--- src/rtl/sram_pattern_fetch.sv ---
// Multi-layer SRAM pattern fetcher: reads WORDS words per enabled layer and ORs layers into one pattern.
// States: IDLE = parked, addr 0 | READY = await start | FETCH = reading words | DONE = pattern published.
module sram_pattern_fetch #(
  parameter int DW           = 16,
  parameter int AW           = 20,
  parameter int WORDS        = 4,
  parameter int LAYERS       = 2,
  parameter int BAR_W        = 4,
  parameter int LAYER_STRIDE = 64
) (
  input  logic                i_bclk,
  input  logic                i_rst,
  input  logic                i_mode,
  input  logic                i_start,
  input  logic [BAR_W-1:0]    i_bar,
  input  logic [LAYERS-1:0]   i_layer_mask,
  input  logic [DW-1:0]       i_SRAM_DQ,
  output logic [AW-1:0]       o_addr,
  output logic [WORDS*DW-1:0] o_data,
  output logic                o_valid,
  output logic                o_busy
);

  localparam int LW  = (LAYERS > 1) ? $clog2(LAYERS) : 1;
  localparam int WCW = (WORDS > 1) ? $clog2(WORDS) : 1;
  localparam logic [WCW-1:0] LAST_WORD = WCW'(WORDS - 1);

  typedef enum logic [1:0] {IDLE, READY, FETCH, DONE} state_t;

  state_t              state;
  logic [BAR_W-1:0]    bar_q;
  logic [LAYERS-1:0]   pending;
  logic [WCW-1:0]      word;
  logic [WORDS*DW-1:0] acc;
  logic [WORDS*DW-1:0] acc_next;

  function automatic logic [LW-1:0] lowest_set(input logic [LAYERS-1:0] m);
    lowest_set = '0;
    for (int i = LAYERS - 1; i >= 0; i--) begin
      if (m[i]) lowest_set = LW'(i);
    end
  endfunction

  function automatic logic [AW-1:0] layer_addr(input logic [BAR_W-1:0] bar,
                                               input logic [LW-1:0] k);
    layer_addr = (AW'(bar) + AW'(1)) * AW'(WORDS) + AW'(k) * AW'(LAYER_STRIDE);
  endfunction

  always_comb begin
    acc_next = acc;
    acc_next[int'(word)*DW +: DW] = acc[int'(word)*DW +: DW] | i_SRAM_DQ;
  end

  always_ff @(posedge i_bclk) begin
    if (i_rst) begin
      state   <= IDLE;
      bar_q   <= '0;
      pending <= '0;
      word    <= '0;
      acc     <= '0;
      o_addr  <= '0;
      o_data  <= '0;
      o_valid <= 1'b0;
      o_busy  <= 1'b0;
    end else begin
      o_valid <= 1'b0;
      case (state)
        IDLE: begin
          o_addr <= '0;
          if (i_mode) state <= READY;
        end

        READY: begin
          if (!i_mode) begin
            state  <= IDLE;
            o_addr <= '0;
          end else if (i_start) begin
            bar_q <= i_bar;
            acc   <= '0;
            word  <= '0;
            o_busy <= 1'b1;
            if (i_layer_mask != '0) begin
              state   <= FETCH;
              o_addr  <= layer_addr(i_bar, lowest_set(i_layer_mask));
              pending <= i_layer_mask & (i_layer_mask - LAYERS'(1));
            end else begin
              // Empty mask publishes an all-zero pattern straight away.
              state   <= DONE;
              pending <= '0;
              o_data  <= '0;
              o_valid <= 1'b1;
            end
          end
        end

        FETCH: begin
          if (!i_mode) begin
            state  <= IDLE;
            o_addr <= '0;
            o_busy <= 1'b0;
          end else begin
            acc <= acc_next;
            if (word == LAST_WORD) begin
              word <= '0;
              if (pending != '0) begin
                o_addr  <= layer_addr(bar_q, lowest_set(pending));
                pending <= pending & (pending - LAYERS'(1));
              end else begin
                state   <= DONE;
                o_addr  <= o_addr + AW'(1);
                o_data  <= acc_next;
                o_valid <= 1'b1;
              end
            end else begin
              word   <= word + WCW'(1);
              o_addr <= o_addr + AW'(1);
            end
          end
        end

        DONE: begin
          o_busy <= 1'b0;
          if (i_mode) begin
            state <= READY;
          end else begin
            state  <= IDLE;
            o_addr <= '0;
          end
        end

        default: begin
          state  <= IDLE;
          o_addr <= '0;
          o_busy <= 1'b0;
        end
      endcase
    end
  end

endmodule

--- config.mk ---
export PLATFORM = sky130hd
export DESIGN_NAME = sram_pattern_fetch
export DESIGN_NICKNAME = d
export VERILOG_FILES = /design/src/rtl/sram_pattern_fetch.sv
export SDC_FILE = /design/constraint.sdc
export NUM_CORES = 1
export LEC_CHECK = 0
export ABC_AREA = 1
export CORE_UTILIZATION = 30
export CTS_CLUSTER_SIZE = 12
export DETAILED_ROUTE_END_ITERATION = 10
export GPL_ROUTABILITY_DRIVEN = 0
export PLACE_DENSITY = 0.54
export SLEW_MARGIN = 20
export SYNTH_ARGS = -nofsm -noshare
export SYNTH_HDL_FRONTEND = slang
export SYNTH_SLANG_ARGS = --single-unit
--- constraint.sdc ---
create_clock -name i_bclk -period 2.46 [get_ports i_bclk]
set_clock_uncertainty 0.1 [all_clocks]
set_input_delay 0.492 -clock i_bclk [delete_from_list [all_inputs] [get_ports i_bclk]]
set_output_delay 0.492 -clock i_bclk [all_outputs]
set_load 0.05 [all_outputs]
==> flow_metrics.env <==
export IMPL_path_delay_family="buffers and inverters"
export IMPL_syn_inst=1177
export IMPL_synth_fp_nets=1218
export IMPL_vias=7964
export IMPL_crit_chain="clkdlybuf4s50_1"
export IMPL_detail_route_wl_per_cell_um=15.7
export IMPL_path_depth=1
export IMPL_status="finished clean"
export IMPL_relSlewSlack_pct=49.5
export IMPL_cts_made_buffers=17
export IMPL_diodes=0
export IMPL_clock_sinks=159
export IMPL_ant_nets=0
export IMPL_drc=0
export IMPL_die_area_sq_um=27000
export IMPL_final_fill_count=2712
export IMPL_antenna_found_initial=0
export IMPL_min_period_ps=2330
export IMPL_crit_type="flop to primary output"
export IMPL_hold_viol_final=0
export IMPL_crit_arrival_ps=1740
export IMPL_p_per_area_nw_per_um2=1160
export IMPL_rsz0062_at_grt="false"
export IMPL_leakagePower_nw=3.97
export IMPL_cts_tree="built"
export IMPL_tns_ps=0
export IMPL_max_freq_ghz=0.428
export IMPL_io_buffer_count=111
export IMPL_grt_pass1_vias=7283
export IMPL_clk_latency_ps=430
export IMPL_cp_num_buf_inv=1
export IMPL_start_kind="flop"
export IMPL_crit_fanout=7
export IMPL_cts_htree_levels=4
export IMPL_io_pins=112
export IMPL_drtIter0Drc=743
export IMPL_ys_warn_count=0
export IMPL_syn_avg_cell_area_sq_um=6.71
export IMPL_core_area_sq_um=25900
export IMPL_clk_path_buf_depth=2
export IMPL_wirelength_um=25300
export IMPL_cts_root_buf="clkbuf_16"
export IMPL_drv_cap=0
export IMPL_slowest_delay_ps=850
export IMPL_drive_gt1_share_pct=6.95
export IMPL_r2r_end="acc[43]"
export IMPL_grt_usage_pct=19.2
export IMPL_grt_max_degree=70
export IMPL_cp_required_ps=1870
export IMPL_peakVddDrop_uv=490
export IMPL_cts_setup_buffers=0
export IMPL_endpoint_kind="primary output"
export IMPL_globalRoute_totalOverflow=0
export IMPL_first_pass_iters=7
export IMPL_dp_cells=1584
export IMPL_min_path_type="flop to flop"
export IMPL_worst_pin_slew_ps=757
export IMPL_ctsResizeCount=0
export IMPL_rrSetupSlack_ps=300
export IMPL_die_x_um=164
export IMPL_setup_viol=0
export IMPL_holdPathEnd="o_addr[19]"
export IMPL_min_from="o_addr[19]"
export IMPL_post_dp_hpwl_um=17700
export IMPL_cp_slowest_cell="clkdlybuf4s50_1"
export IMPL_r2r_start="word[1]"
export IMPL_path_clk_slew_ps=60
export IMPL_ff2ff_path_depth=6
export IMPL_die_y_um=164
export IMPL_placed_area_sq_um=9460
export IMPL_fin_util_pct=39.0
export IMPL_synthDistinctLibCells=32
export IMPL_period_share_pct=94.9
export IMPL_design_area_sq_um=10100
export IMPL_synth_seq_cells=159
export IMPL_ctsHoldBuffers=0
export IMPL_grt_pass1_wl_um=39800
export IMPL_syn_area_sq_um=7900
export IMPL_viasPerCell=4.93
export IMPL_worstHoldPathCells=1
export IMPL_finalNetCount=1309
export IMPL_area_growth_pct=27.9
export IMPL_ys_seq_area_share_pct=40.3
export IMPL_start_util_pct=30.5
export IMPL_instances_no_fill=1616
export IMPL_slew_viol_final=0
export IMPL_rows=59
report_power, final:
group,leakage [nW],internal (W),total (W),switching (W)
sequential,1.30,0.00323,0.00370,0.000468
clock,0.302,0.00171,0.00285,0.00113
combinational,2.37,0.00162,0.00514,0.00352
total,3.97,0.00656,0.0117,0.00512
Yosys cell counts, drive strengths merged:
master / number / area [sq um]
nor2: 39 / 156
ha: 15 / 188
nand3: 56 / 280
dfxtp: 159 / 3180
xnor2: 1 / 8.76
o21ai: 181 / 921
inv: 82 / 308
a31oi: 2 / 12.5
clkinv: 1 / 3.75
a211oi: 3 / 22.5
xor2: 2 / 17.5
o21bai: 2 / 15.0
a21oi: 156 / 781
clkbuf: 28 / 106
nand2: 348 / 1310
nor3: 10 / 55.1
nand4: 38 / 238
buf: 51 / 272
or2: 2 / 12.5
o211ai: 1 / 7.51
worst register-to-register path: stages, from the launching register on:
cell,delay [ps]
dfxtp_1,360
inv_2,50
ha_1,400
nand3_1,520
o21ai_1,310
nand2_1,160
a21oi_1,180
routing by layer:
layer / share of wire [%] / GRT usage (%) / wire length [um] / vias up
li1: - / - / - / 4116
met1: 46 / 26.0 / 11700 / 3607
met2: 46 / 30.6 / 11700 / 213
met3: 6.0 / 3.51 / 1510 / 28
met4: 1.8 / 6.27 / 452 / 0
met5: 0 / 0 / 0 / -
kinds of logic (layout without fill, tap and decap cells):
logic type / Yosys count / in the layout / synth area share, %
AO/OA/AOI/OAI: 345 / 345 / 22.3
buffers and inverters: 162 / 266 / 8.73
AND/OR/NAND/NOR: 493 / 493 / 26.0
XOR/XNOR: 3 / 3 / 0.333
flip-flops: 159 / 159 / 40.3
adder cells (fa/ha/maj): 15 / 15 / 2.38
state kept, by name (all words and copies together), names as in the netlist:
name / cells
bar_q: 4
pending: 1
o_data: 64
word: 2
o_valid: 1
o_addr: 20
acc: 64
state: 2
o_busy: 1
metrics by stage:
stage / power [W] / hold WS [ps] / worst slack, ps
6_report: 0.0117 / 356 / 125
5_1_grt: 0.0124 / 414 / 74.9
4_1_cts: 0.0117 / 366 / 103
3_5_place_dp: 0.00883 / 357 / 140
3_3_place_gp: 0.00882 / 367 / 187
2_1_floorplan: 0.00720 / 358 / 319
cells in the final DEF (no fill, tap or decap), types with 2 or more instances in the layout:
master	count
clkinv_2	3
inv_1	75
nand3_1	56
inv_2	5
o21ai_0	51
o21ai_1	128
buf_4	32
a31oi_1	2
bufinv_16	3
nor2_1	36
clkdlybuf4s50_1	111
nor2_4	2
o21bai_1	2
ha_1	14
a21oi_1	156
buf_12	8
clkbuf_16	17
a211oi_1	3
xor2_1	2
nor3_1	9
clkinv_4	2
nand2_1	347
clkbuf_8	4
nand4_1	38
inv_6	2
dfxtp_1	158
clkinvlp_4	3
worst max-delay path by stage:
stage | slack (ps) | start | end
2_1_floorplan | 320 | word[1] | o_data[11]
3_3_place_gp | 190 | i_mode | o_data[7]
3_5_place_dp | 140 | i_mode | o_data[20]
4_1_cts | 100 | o_addr[6] | o_addr[6]
5_1_grt | 70 | o_addr[6] | o_addr[6]
6_report | 130 | o_addr[6] | o_addr[6]
cell type report:
type | instances | area (sq um) | area share [%]
Tap cell | 335 | 419 | 4.15
Clock inverter | 11 | 153 | 1.51
Inverter | 83 | 314 | 3.11
Sequential cell | 159 | 3180 | 31.5
Timing Repair Buffer | 151 | 1510 | 15.0
Multi-Input combinational cell | 856 | 4030 | 40.0
Clock buffer | 21 | 480 | 4.76
No activity file was read; power rests on OpenSTA's default activity.
